### config.mk
export PLATFORM = sky130hd
export DESIGN_NAME = uart_tx_ctrl_flat
export DESIGN_NICKNAME = d
export VERILOG_FILES = /design/src/rtl/uart_tx_ctrl_if.sv /design/src/rtl/uart_tx_ctrl.sv /design/src/flat_wrapper.sv
export SDC_FILE = /design/constraint.sdc
export NUM_CORES = 1
export LEC_CHECK = 0
export BUFFER_PORTS_ARGS = -buffer_cell sky130_fd_sc_hd__buf_2
export CORE_MARGIN = 3
export CORE_UTILIZATION = 41
export CTS_CLUSTER_SIZE = 24
export DETAILED_ROUTE_END_ITERATION = 10
export GPL_TIMING_DRIVEN = 1
export PLACE_DENSITY = 0.67
export RECOVER_POWER = 100
export REMOVE_ABC_BUFFERS = 1
export SLEW_MARGIN = 5
export SYNTH_ARGS = -nofsm -noshare
export SYNTH_HDL_FRONTEND = slang
export SYNTH_SLANG_ARGS = --single-unit
### constraint.sdc
create_clock -name clk -period 2.9 [get_ports clk]
set_clock_uncertainty 0.05 [all_clocks]
set_input_delay 0.58 -clock clk [delete_from_list [all_inputs] [get_ports clk]]
set_output_delay 0.58 -clock clk [all_outputs]
set_load 0.005 [all_outputs]
### src/rtl/uart_tx_ctrl_if.sv
// Byte-source / mux-side signal bundle for the UART transmit sequencer.
// tx_valid/tx_ready: a byte transfers on a rising edge where both are high; the source holds tx_valid and tx_data stable until then.
interface uart_tx_ctrl_if;
   logic       tx_valid;
   logic [7:0] tx_data;
   logic       tx_ready;
   logic [3:0] sel;
   logic [7:0] data_q;
   logic       mux_q;
   logic       tx;
   logic       busy;
   logic       tx_done;

   modport master (
      output tx_valid, tx_data, mux_q,
      input  tx_ready, sel, data_q, tx, busy, tx_done
   );

   modport slave (
      input  tx_valid, tx_data, mux_q,
      output tx_ready, sel, data_q, tx, busy, tx_done
   );
endinterface

### src/rtl/uart_tx_ctrl.sv
// Steps the transmit bit-select mux through start, 8 data bits (LSB first) and stop bits,
// one bit per CLKS_PER_BIT clocks, and drives the serial line from the mux output.
module uart_tx_ctrl #(
   parameter int unsigned CLKS_PER_BIT = 868,
   parameter int unsigned STOP_BITS    = 1
) (
   input  logic             clk,
   input  logic             rst_n,
   uart_tx_ctrl_if.slave    bus,
   output logic [1:0]       dbg_state_o
);
   typedef enum logic [1:0] {IDLE, START, DATA, STOP} state_t;

   localparam logic [15:0] BAUD_LAST = 16'(CLKS_PER_BIT - 1);
   localparam logic        STOP_LAST = 1'(STOP_BITS - 1);
   localparam logic [3:0]  SEL_STOP  = 4'd9;

   state_t      state_q, state_d;
   logic [3:0]  sel_q, sel_d;
   logic [7:0]  byte_q, byte_d;
   logic [15:0] baud_q, baud_d;
   logic [2:0]  bit_q, bit_d;
   logic        stop_q, stop_d;
   logic        done_q, done_d;
   logic        bit_end;

   assign bit_end = (baud_q == BAUD_LAST);

   always_ff @(posedge clk or negedge rst_n) begin
      if (!rst_n) begin
         state_q <= IDLE;
         sel_q   <= SEL_STOP;
         byte_q  <= 8'd0;
         baud_q  <= 16'd0;
         bit_q   <= 3'd0;
         stop_q  <= 1'b0;
         done_q  <= 1'b0;
      end else begin
         state_q <= state_d;
         sel_q   <= sel_d;
         byte_q  <= byte_d;
         baud_q  <= baud_d;
         bit_q   <= bit_d;
         stop_q  <= stop_d;
         done_q  <= done_d;
      end
   end

   always_comb begin
      state_d = state_q;
      sel_d   = sel_q;
      byte_d  = byte_q;
      baud_d  = baud_q + 16'd1;
      bit_d   = bit_q;
      stop_d  = stop_q;
      done_d  = 1'b0;
      case (state_q)
         IDLE: begin
            baud_d = 16'd0;
            if (bus.tx_valid) begin
               byte_d  = bus.tx_data;
               sel_d   = 4'd0;
               state_d = START;
            end
         end
         START: begin
            if (bit_end) begin
               sel_d   = 4'd1;
               bit_d   = 3'd0;
               baud_d  = 16'd0;
               state_d = DATA;
            end
         end
         DATA: begin
            if (bit_end) begin
               baud_d = 16'd0;
               if (bit_q == 3'd7) begin
                  sel_d   = SEL_STOP;
                  stop_d  = 1'b0;
                  state_d = STOP;
               end else begin
                  sel_d = sel_q + 4'd1;
                  bit_d = bit_q + 3'd1;
               end
            end
         end
         STOP: begin
            if (bit_end) begin
               baud_d = 16'd0;
               if (stop_q == STOP_LAST) begin
                  state_d = IDLE;
                  done_d  = 1'b1;
               end else begin
                  stop_d = stop_q + 1'b1;
               end
            end
         end
         default: begin
            state_d = IDLE;
            sel_d   = SEL_STOP;
            baud_d  = 16'd0;
         end
      endcase
   end

   // The line is forced high outside start/data so the mux is never trusted for sel=9.
   assign bus.tx       = (state_q == IDLE || state_q == STOP) ? 1'b1 : bus.mux_q;
   assign bus.tx_ready = (state_q == IDLE);
   assign bus.busy     = (state_q != IDLE);
   assign bus.sel      = sel_q;
   assign bus.data_q   = byte_q;
   assign bus.tx_done  = done_q;
   assign dbg_state_o  = state_q;
endmodule
### src/flat_wrapper.sv
// flat-port wrapper written by rule: the top's interface ports become plain ports
module uart_tx_ctrl_flat 
#(
   parameter int unsigned CLKS_PER_BIT = 868,
   parameter int unsigned STOP_BITS    = 1
)
  (clk, rst_n, dbg_state_o, bus_tx_valid, bus_tx_data, bus_mux_q, bus_tx_ready, bus_sel, bus_data_q, bus_tx, bus_busy, bus_tx_done);
  uart_tx_ctrl_if bus_i ();
  input  logic clk;
  input  logic rst_n;
  output logic [1:0] dbg_state_o;
  input wire logic [$bits(bus_i.tx_valid)-1:0] bus_tx_valid;
  input wire logic [$bits(bus_i.tx_data)-1:0] bus_tx_data;
  input wire logic [$bits(bus_i.mux_q)-1:0] bus_mux_q;
  output wire logic [$bits(bus_i.tx_ready)-1:0] bus_tx_ready;
  output wire logic [$bits(bus_i.sel)-1:0] bus_sel;
  output wire logic [$bits(bus_i.data_q)-1:0] bus_data_q;
  output wire logic [$bits(bus_i.tx)-1:0] bus_tx;
  output wire logic [$bits(bus_i.busy)-1:0] bus_busy;
  output wire logic [$bits(bus_i.tx_done)-1:0] bus_tx_done;
  assign bus_i.tx_valid = bus_tx_valid;
  assign bus_i.tx_data = bus_tx_data;
  assign bus_i.mux_q = bus_mux_q;
  assign bus_tx_ready = bus_i.tx_ready;
  assign bus_sel = bus_i.sel;
  assign bus_data_q = bus_i.data_q;
  assign bus_tx = bus_i.tx;
  assign bus_busy = bus_i.busy;
  assign bus_tx_done = bus_i.tx_done;
  uart_tx_ctrl #(.CLKS_PER_BIT(CLKS_PER_BIT), .STOP_BITS(STOP_BITS)) u_core (.clk(clk), .rst_n(rst_n), .bus(bus_i), .dbg_state_o(dbg_state_o));
endmodule
==> summary.txt, run 1 <==
Placed design
  – Port bufs: 29
  – DPL Wire Length: 2500 microns
  – Cells after DPL: 247
  – Final GP Congestion: 0.828
  – Post-DP Area: 0.00198 sq mm

Timing
  – Fin crit share: 0.740
  – Fmax: 0.466 GHz
  – Setup tns final: 0 ns
  – Max-slew violations: 35
  – Setup violators final: 0
  – Worst slew margin: -0.204
  – Final hold vios: 0
  – Fin crit period: 2.15 ns
  – Worst-Margin Slew: 1.81 ns
  – RSZ-0062 raised after global routing: false

Critical path
  – Buf+Inv Stages, Crit Path: 1
  – R2r endpoint: u_core.bus.sel[3]$_DFFE_PN1P_
  – Largest delay contributor family on the critical path: simple AND/OR/NAND/NOR gates
  – Worst reg2reg setup slack: 0.75 ns
  – CP startpoint kind: flop
  – Crit-path cells: inv_1, ha_1, nand2_1, or3b_2, a2111oi_0, a21o_1
  – Reg2reg path depth: 6
  – CP Class: reg2reg
  – CP endpoint kind: flop
  – CP Launch Point: u_core.dbg_state_o[0]$_DFFE_PN0P_
  – Max FO, Critical Path: 8
  – Worst path max stage delay: 0.45 ns
  – RR Startpoint: u_core.dbg_state_o[0]$_DFFE_PN0P_
  – Worst path depth: 6
  – Crit path required time: 3.10 ns
  – Arrival time of the worst setup path: 2.34 ns
  – Crit-path slowest cell: or3b_2

Min path
  – Hold Crit Endpoint: u_core.bus.data_q[5]$_DFFE_PN0P_
  – Hold depth: 1
  – Hold Path Origin: u_core.bus.data_q[5]$_DFFE_PN0P_
  – Hold WC Path Type: reg2reg

Clock tree
  – CTS Buf Count: 5
  – Clk_lat worst skew: 0.30 ns
  – H-tree lvl count: 2
  – Hold_buf cts: 0
  – Clock-pin slew on the worst setup and hold paths: 0.08 ns
  – Clk Tree Root Cell: clkbuf_8
  – Clock Tree Buf Depth: 2
  – Post-CTS setup buffer count: 0
  – CTS tree: done
  – TritonCTS Sinks: 34
  – Post-cts resize count: 0

Layout
  – Final instance area: 0.00211 sq mm
  – Layout Cells excl Fill: 255
  – # diodes: 0
  – Fill count: 386
  – Share of cells above drive strength 1: 0.200
  – Area added between synthesis and finish: 16.9%
  – Fin nets: 226

Status
  – Violated checks: capacitance limit, slew limit
  – Status: finished, violations left

Die
  – Die height: 72.3 microns
  – Die Area: 0.00523 sq mm
  – Core Box Area: 0.00412 sq mm
  – Chip width: 72.3 microns
  – Initial Util: 0.438
  – Std cell rows: 23
  – IO Pins: 30

Synthesis
  – Yosys top cell area share: 0.444
  – Cell count after synthesis: 173
  – Register area share after synthesis: 0.474
  – Post-synth ARST share: 1.00
  – Most frequent cell after synthesis: dfrtp_1
  – Post-synth top flop: dfrtp_1
  – #FFs+latches synth: 34
  – Largest cells by area after synthesis: dfrtp_1 44%, ha_1 6.9%, mux2_2 5.6%
  – Average size of a mapped cell: 10.4 sq um
  – Count of cell types in the netlist: 42
  – Synth top cells by count: 32 x dfrtp_1, 16 x nor2_1, 12 x nand2_1, 10 x ha_1
  – Area leader, netlist: dfrtp_1
  – Netlist Area Pre-Place: 0.00180 sq mm
  – Post-synth EDFFs: 0
  – Synthesis Warnings: 0

Global routing
  – Vias in the first global route: 1354
  – Initial antenna violation count: 0
  – Total GRT Usage: 0.151
  – First-pass GRT wire length: 6070 microns
  – Largest net degree at the start of global routing: 35
  – GR Overflow Total: 0

Route
  – Drt drc: 0
  – Via/cell ratio: 5.38
  – Starting DRT DRC Count: 52
  – WL final: 3600 microns
  – Pre-antenna DRT Iters: 4
  – Routed len/inst: 14.1 microns
  – Antenna-violating nets left: 0
  – Vias post-DR: 1372

Power
  – Total power: 1.04 mW
  – Leak: 0.989 nW
  – Max VDD drop: 0.000258 V
  – PD cells: 492 mW/mm^2

Job
  – Max cap viols: 1
-- worst max path at each step --
stage / slack (ns) / end
floorplan: 1.02 / u_core.bus.sel[3]$_DFFE_PN1P_
CTS: 0.83 / u_core.bus.sel[3]$_DFFE_PN1P_
global route: 0.64 / u_core.baud_q[13]$_DFF_PN0_
finish: 0.75 / u_core.bus.sel[3]$_DFFE_PN1P_
global placement: 0.95 / u_core.bus.sel[3]$_DFFE_PN1P_
detailed placement: 0.89 / u_core.bus.sel[3]$_DFFE_PN1P_
-- power breakdown --
part,switching (mW),total (mW),internal [mW]
Clock,0.179,0.546,0.367
Combinational,0.0110,0.0170,0.00593
Sequential,0,0.474,0.474
Total,0.190,1.04,0.847
-- worst reg2reg max path, delay by kind of cell, from the launching register on --
family,cells,cell delay (ns)
AND/OR/NAND/NOR,2,0.57
buffers and inverters,1,0.15
flip-flops,1,0.43
AO/OA/AOI/OAI,2,0.54
adder cells (fa/ha/maj),1,0.35
-- layout by cell type (no fill, tap or decap), drive strengths merged, types with 3 or more instances in the layout --
master  synthesis  final
nor2           16     16
a21oi           3      3
inv             9      9
o21ai           6      6
nand2          12     12
clkbuf          1     14
xor2            8      8
and3            5      5
dfrtp          32     32
buf             4     21
or4             3      3
nand4           8      8
ha             10     10
nand3           7      7
nor4            3      3
nor3            3      3
xnor2           4      4
mux2            9      9
-- kinds of logic (layout without fill, tap and decap cells) --
group | after synthesis | count (layout) | synth area share
buffers and inverters | 14 | 46 | 0.0354
flip-flops | 34 | 34 | 0.474
AO/OA/AOI/OAI | 22 | 22 | 0.0861
AND/OR/NAND/NOR | 70 | 70 | 0.210
multiplexers | 11 | 11 | 0.0674
adder cells (fa/ha/maj) | 10 | 10 | 0.0694
XOR/XNOR | 12 | 12 | 0.0583
-- sequential cells by signal, indices dropped and copies added (netlist names) --
| register | flops |
|---|---|
| u_core.baud_q | 16 |
| u_core.bus.data_q | 8 |
| u_core.bus.sel | 4 |
| u_core.bit_q | 3 |
| u_core.dbg_state_o | 2 |
| u_core.bus.tx_done | 1 |
-- cell type report --
class | instances | area [sq um] | area share
clock buffer | 6 | 82.6 | 0.0392
clock inverter | 2 | 60.1 | 0.0285
inverter | 9 | 33.8 | 0.0160
timing repair buffer | 29 | 135 | 0.0642
sequential | 34 | 853 | 0.405
multi-input combinational | 125 | 878 | 0.417
tap | 50 | 62.6 | 0.0297
-- layer usage --
metal  wire length [microns]  vias up  GRT usage
li1                        -      677          -
met1                    1740      664      0.196
met2                    1630       26      0.226
met3                     164        5     0.0526
met4                      62        0     0.0668
met5                       0        -          0
-- metrics by stage --
step | hold WS [ns] | utilization | setup slack (ns)
2_1_floorplan | 0.234 | - | 1.02
3_3_place_gp | 0.433 | 0.481 | 0.946
3_5_place_dp | 0.444 | 0.481 | 0.892
4_1_cts | 0.329 | 0.516 | 0.834
5_1_grt | 0.465 | 0.512 | 0.639
6_report | 0.458 | 0.512 | 0.753
Power figures use the tool's default switching activity.
==> run 2, diff against run 1 <==
Settings changed: ABC_AREA from default to 1, PLACE_DENSITY 0.67 to 0.69.
Clock period 2.9 ns to 1.8 ns, I/O delays scaled along.
==> run 2 against run 1 <==
Effect of this change: cell count rose by 22%; largest power group is now combinational logic; first-iteration DRC count decreased by 29%; sequential power rose by 120%; highest routed layer unchanged; design area up 9.5%; the run now ends clean; clock-buffer cell count decreased by 1; non-clock buffer count up 10; die area rose by 4.4%.
==> summary.txt, run 2 <==
Status
  – Status: finished, final reports clean

Min path
  – Hold WC Path Type: in2reg

Timing
  – Setup violators final: 0
  – Worst slew margin: 0.447
  – Max-slew violations: 0
  – Fin Hold WS: 0.246 ns
  – Fin crit share: 0.978
  – RSZ-0062 raised after global routing: true
  – Fmax: 0.568 GHz
  – Setup tns final: 0 ns
  – Worst-Margin Slew: 0.830 ns
  – Fin crit period: 1.76 ns
  – Final hold vios: 0

Synthesis
  – Most frequent cell after synthesis: nand2_1
  – #FFs+latches synth: 34
  – Synth top cells by count: 41 x nand2_1, 32 x dfrtp_1, 24 x nor2_1, 21 x inv_1
  – Post-synth EDFFs: 0
  – Netlist Area Pre-Place: 0.00189 sq mm
  – Yosys top cell area share: 0.424
  – Largest cells by area after synthesis: dfrtp_1 42%, nand2_1 8.2%, ha_1 6.6%
  – Count of cell types in the netlist: 29
  – Area leader, netlist: dfrtp_1
  – Synthesis Warnings: 0
  – Post-synth ARST share: 1.00
  – Post-synth top flop: dfrtp_1
  – Cell count after synthesis: 213
  – Average size of a mapped cell: 8.86 sq um
  – Register area share after synthesis: 0.452

Critical path
  – Max FO, Critical Path: 2
  – Reg2reg path depth: 10
  – CP endpoint kind: output port
  – CP Launch Point: u_core.dbg_state_o[1]$_DFFE_PN0P_
  – CP startpoint kind: flop
  – RR Startpoint: u_core.baud_q[0]$_DFF_PN0_
  – R2r endpoint: u_core.bus.sel[2]$_DFFE_PN0P_
  – Crit path required time: 1.39 ns
  – CP Class: reg2out
  – Arrival time of the worst setup path: 1.35 ns
  – Worst reg2reg setup slack: 0.17 ns
  – Worst Setup EP: bus_tx

Clock tree
  – TritonCTS Sinks: 34
  – H-tree lvl count: 2
  – Clock-pin slew on the worst setup and hold paths: 0.07 ns
  – CTS tree: done
  – Clock Tree Buf Depth: 2
  – CTS Buf Count: 5
  – Clk_lat worst skew: 0.29 ns
  – Clk Tree Root Cell: clkbuf_8

Die
  – IO Pins: 30
  – Initial Util: 0.428
  – Die Area: 0.00546 sq mm
  – Core Box Area: 0.00441 sq mm
  – Die height: 73.9 microns
  – Std cell rows: 24
  – Chip width: 73.9 microns

Power
  – Cell-internal power: 2.09 mW
  – Switching fraction of total power: 0.339
  – Clock share of power: 0.267
  – Total power: 3.16 mW
  – Part of the power in registers: 0.324
  – PD cells: 1370 mW/mm^2
  – Comb pwr share: 0.408
  – Max VDD drop: 0.000937 V
  – P_sw: 1.07 mW
  – Leak: 1.12 nW

Route
  – Pre-antenna DRT Iters: 4
  – Starting DRT DRC Count: 37
  – Antenna-violating nets left: 0
  – WL final: 3780 microns
  – Routed len/inst: 12.2 microns
  – Drt drc: 0
  – Vias post-DR: 1563
  – Via/cell ratio: 5.03

Global routing
  – Initial antenna violation count: 0
  – First-pass GRT wire length: 6440 microns
  – Total GRT Usage: 0.152
  – Vias in the first global route: 1516
  – Largest net degree at the start of global routing: 35
  – GR Overflow Total: 0

Layout
  – Most frequent cells in the layout: 42 x nand2_1, 32 x dfrtp_1, 25 x nor2_1
  – Max reg flops: 16
  – Most common cell after layout, fill and taps aside: nand2_1
  – Area added between synthesis and finish: 22.1%
  – # diodes: 0
  – Final instance area: 0.00231 sq mm
  – Share of cells above drive strength 1: 0.266
  – Biggest register: u_core.baud_q
  – Fill count: 401
  – Post-Route Utilization: 0.522
  – Fin nets: 280

Placed design
  – Port bufs: 29
  – Final GP Congestion: 0.845
  – Post-DP Area: 0.00214 sq mm
  – DPL Wire Length: 2820 microns

Job
  – Max cap viols: 0
## run 2: cell count changes in the layout (fill, tap and decap cells not counted), moves of 6 or more
| cell | change |
|---|---|
| inv_1 | +9 |
| buf_4 | +6 |
| nand2_1 | +30 |
| nor2_1 | +9 |
| inv_2 | +6 |
## run 2: logic make-up after synthesis
family / count (synthesis) / synth area share
fa+ha+maj: 10 / 0.0663
buf+inv: 25 / 0.0504
mux: 8 / 0.0477
xor+xnor: 6 / 0.0278
compound gates: 17 / 0.0583
flops: 34 / 0.452
simple gates: 113 / 0.298
## run 2: how the worst min path moves through the flow
stage	from	to	slack (ns)	cells after the start
after global routing	bus_tx_data[6]	u_core.bus.data_q[6]$_DFFE_PN0P_	0.24	2
after detailed placement	rst_n	u_core.bus.sel[1]$_DFFE_PN0P_	0.28	2
after global placement	rst_n	u_core.bus.sel[1]$_DFFE_PN0P_	0.28	2
after floorplan	rst_n	u_core.baud_q[0]$_DFF_PN0_	0.01	0
final	bus_tx_data[1]	u_core.bus.data_q[1]$_DFFE_PN0P_	0.25	2
after CTS	bus_tx_data[1]	u_core.bus.data_q[1]$_DFFE_PN0P_	0.24	2
## run 2: area by class of cell
type | instances | area [sq um] | share of cell area
clock buffer | 5 | 68.8 | 0.0298
multi-input combinational | 154 | 947 | 0.411
inverter | 24 | 90.1 | 0.0391
tap | 52 | 65.1 | 0.0282
timing repair buffer | 39 | 213 | 0.0922
sequential | 34 | 853 | 0.370
clock inverter | 3 | 68.8 | 0.0298
## run 2: worst max-delay path: stages, from the launching register on
cell and delay (ns):
dfrtp_1 0.37, inv_2 0.06, ha_4 0.27, inv_2 0.04, or2_4 0.22, buf_6 0.11
## run 2: what timing repair did
item	CTS	global route
endpoints found under the hold margin	32	0
resized for setup	5	2
setup endpoints to repair	1	3
pin swaps	1	2
hold buffers	1	0
setup buffers	4	1
## run 2: metrics by stage
step                std cells  setup WS (ns)
global route              311        -0.0123
floorplan                 212          0.190
CTS                       310         0.0428
global placement          297          0.174
finish                    311         0.0397
detailed placement        297          0.151
## run 2: metal layers
layer | GRT usage | part of all wire
met1 | 0.191 | 0.45
met3 | 0.0410 | 0.045
met4 | 0.0664 | 0.015
met2 | 0.243 | 0.49
met5 | 0 | 0
## run 2: power by group through the flow
| stage | clock (mW) | combinational, mW | sequential (mW) |
|---|---|---|---|
| 2_1_floorplan | 0 | 0.726 | 1.06 |
| 5_1_grt | 0.900 | 1.46 | 1.05 |
| 3_5_place_dp | 0 | 1.16 | 1.04 |
| 4_1_cts | 0.869 | 1.31 | 1.03 |
| 6_report | 0.845 | 1.29 | 1.03 |
| 3_3_place_gp | 0 | 1.15 | 1.03 |
==> run 3, diff against run 2 <==
Settings changed: ABC_AREA 1 to 0, MAX_ROUTING_LAYER from default to met4, PLACE_DENSITY 0.69 to 0.7.
==> run 3 against run 2 <==
Effect of this change: the flow now finishes with violations (setup timing); design area up 0.16%; largest power group is now sequential cells; largest cell class unchanged; sequential power shrank 26%; highest routed layer unchanged; cell count decreased by 8.4%; critical endpoint is now u_core.bus.sel[3]$_DFFE_PN1P_.
==> summary.txt, run 3 (synthesis results as in run 1) <==
Status
  – Violated checks: setup timing
  – Status: finished, violations left

Layout
  – Area added between synthesis and finish: 28.2%
  – Biggest register: u_core.baud_q
  – Share of cells above drive strength 1: 0.319
  – # diodes: 0
  – Fin nets: 256
  – Layout Cells excl Fill: 285
  – Most common cell after layout, fill and taps aside: dfrtp_1
  – Most frequent cells in the layout: 32 x dfrtp_1, 25 x buf_4, 23 x buf_2
  – Fill count: 386
  – Register area: 853 sq um
  – Max reg flops: 16
  – Area of the multi-input gates: 918 sq um

Route
  – Pre-antenna DRT Iters: 4
  – Vias post-DR: 1477
  – Starting DRT DRC Count: 84
  – Via/cell ratio: 5.18
  – Routed len/inst: 14.2 microns
  – Drt drc: 0
  – Antenna-violating nets left: 0
  – WL final: 4040 microns

Critical path
  – Buf+Inv Stages, Crit Path: 0
  – Crit-path cells: or4_4, or4_4, a2111oi_4, a21o_1
  – Max FO, Critical Path: 4
  – CP endpoint kind: flop
  – Crit-path slowest cell: or4_4
  – CP startpoint kind: flop
  – Arrival time of the worst setup path: 1.98 ns
  – CP Class: reg2reg
  – Largest delay contributor family on the critical path: simple AND/OR/NAND/NOR gates
  – Most frequent CP cell: or4_4
  – Worst path max stage delay: 0.52 ns
  – Crit path required time: 1.98 ns

Clock tree
  – Clk Tree Root Cell: clkbuf_8
  – TritonCTS Sinks: 34
  – CTS tree: done
  – CTS Buf Count: 5
  – Clk_lat worst skew: 0.29 ns
  – Post-CTS setup buffer count: 0
  – Clock-pin slew on the worst setup and hold paths: 0.07 ns
  – Clock Tree Buf Depth: 2
  – H-tree lvl count: 2

Die
  – IO Pins: 30
  – Initial Util: 0.438
  – Chip width: 72.3 microns
  – Core Box Area: 0.00412 sq mm
  – Std cell rows: 23
  – Die Area: 0.00523 sq mm
  – Die height: 72.3 microns

Job
  – Max cap viols: 0

Timing
  – Worst slew margin: 0.647
  – Fin crit share: 1.00
  – Worst-Margin Slew: 0.530 ns
  – Final hold vios: 0
  – RSZ-0062 raised after global routing: true
  – Fmax: 0.555 GHz
  – Max-slew violations: 0
  – Setup tns final: -0.000342 ns
  – Setup violators final: 1
  – PnR worst setup slack: -0.000342 ns
  – Fin crit period: 1.80 ns

Global routing
  – GR Overflow Total: 0
  – First-pass GRT wire length: 6790 microns
  – Initial antenna violation count: 0
  – Total GRT Usage: 0.174
  – Largest net degree at the start of global routing: 21
  – Vias in the first global route: 1490

Placed design
  – Cells after DPL: 276
  – Final GP Congestion: 0.849
  – DPL Wire Length: 2940 microns
  – Port bufs: 29

Power
  – Total power: 1.38 mW
  – Switching fraction of total power: 0.209
  – Comb pwr share: 0.023
  – P_sw: 0.288 mW
  – Clock share of power: 0.422
  – Part of the power in registers: 0.555
  – PD cells: 596 mW/mm^2
  – Max VDD drop: 0.000389 V
  – Cell-internal power: 1.09 mW
  – Leak: 1.11 nW

Min path
  – Hold WC Path Type: in2reg
==> run 3: cell count changes in the layout (fill, tap and decap cells not counted), moves of 4 or more <==
| cell | change |
|---|---|
| nand2_1 | -30 |
| buf_4 | +19 |
| inv_1 | -10 |
| nor2_1 | -9 |
| inv_2 | -5 |
| nor3_1 | -5 |
| a21oi_1 | -4 |
| and3_1 | +4 |
| nand2_2 | -4 |
==> run 3: final cells by class <==
type / instances / area share
tap: 50 / 0.0271
inverter: 9 / 0.0146
sequential: 34 / 0.369
clock buffer: 8 / 0.0390
timing repair buffer: 59 / 0.152
multi-input combinational: 125 / 0.398
==> run 3: final timing paths <==
check	slack, ns	cells past startpoint	endpoint	startpoint
worst min-delay path	0.25	2	u_core.bus.data_q[6]$_DFFE_PN0P_	bus_tx_data[6]
worst max-delay path	-0.0003	4	u_core.bus.sel[3]$_DFFE_PN1P_	u_core.baud_q[10]$_DFF_PN0_
max in group asynchronous	0.43	3	u_core.baud_q[1]$_DFF_PN0_	rst_n
worst min register to register	0.45	1	u_core.bus.data_q[5]$_DFFE_PN0P_	u_core.bus.data_q[5]$_DFFE_PN0P_
min in group asynchronous	0.53	2	u_core.bus.sel[1]$_DFFE_PN0P_	rst_n
worst max register to register	-0.0003	4	u_core.bus.sel[3]$_DFFE_PN1P_	u_core.baud_q[10]$_DFF_PN0_
==> run 3: metrics by stage <==
| stage | hold slack (ns) | setup slack [ns] | area, sq um | utilization |
|---|---|---|---|---|
| after floorplan | 0.0144 | -0.0815 | 1770 | - |
| after global placement | 0.289 | 0.0274 | 2210 | 0.537 |
| after detailed placement | 0.298 | -0.0245 | 2210 | 0.537 |
| after CTS | 0.247 | 0.00452 | 2330 | 0.566 |
| after global routing | 0.240 | -0.0476 | 2310 | 0.561 |
| final | 0.247 | -0.000342 | 2310 | 0.561 |
==> run 3: what timing repair did <==
item                                    CTS  global route
hold buffers                              1             0
gates resized for setup                   3             6
hold endpoints to repair                 16             0
endpoints found under the setup margin    2             6
==> run 3: routing by layer <==
layer / part of all wire / GRT usage / up-vias
li1: - / - / 738
met1: 0.47 / 0.227 / 705
met2: 0.48 / 0.265 / 30
met3: 0.040 / 0.0499 / 4
met4: 0.010 / 0.0501 / 0
met5: 0 / - / -
==> run 3: power groups by stage <==
| stage | clock, mW | sequential [mW] | combinational [mW] |
|---|---|---|---|
| finish | 0.581 | 0.764 | 0.0314 |
| floorplan | 0 | 0.779 | 0.00153 |
| CTS | 0.590 | 0.764 | 0.0350 |
| detailed placement | 0 | 0.778 | 0.0333 |
| global route | 0.639 | 0.763 | 0.0367 |
| global placement | 0 | 0.778 | 0.0325 |
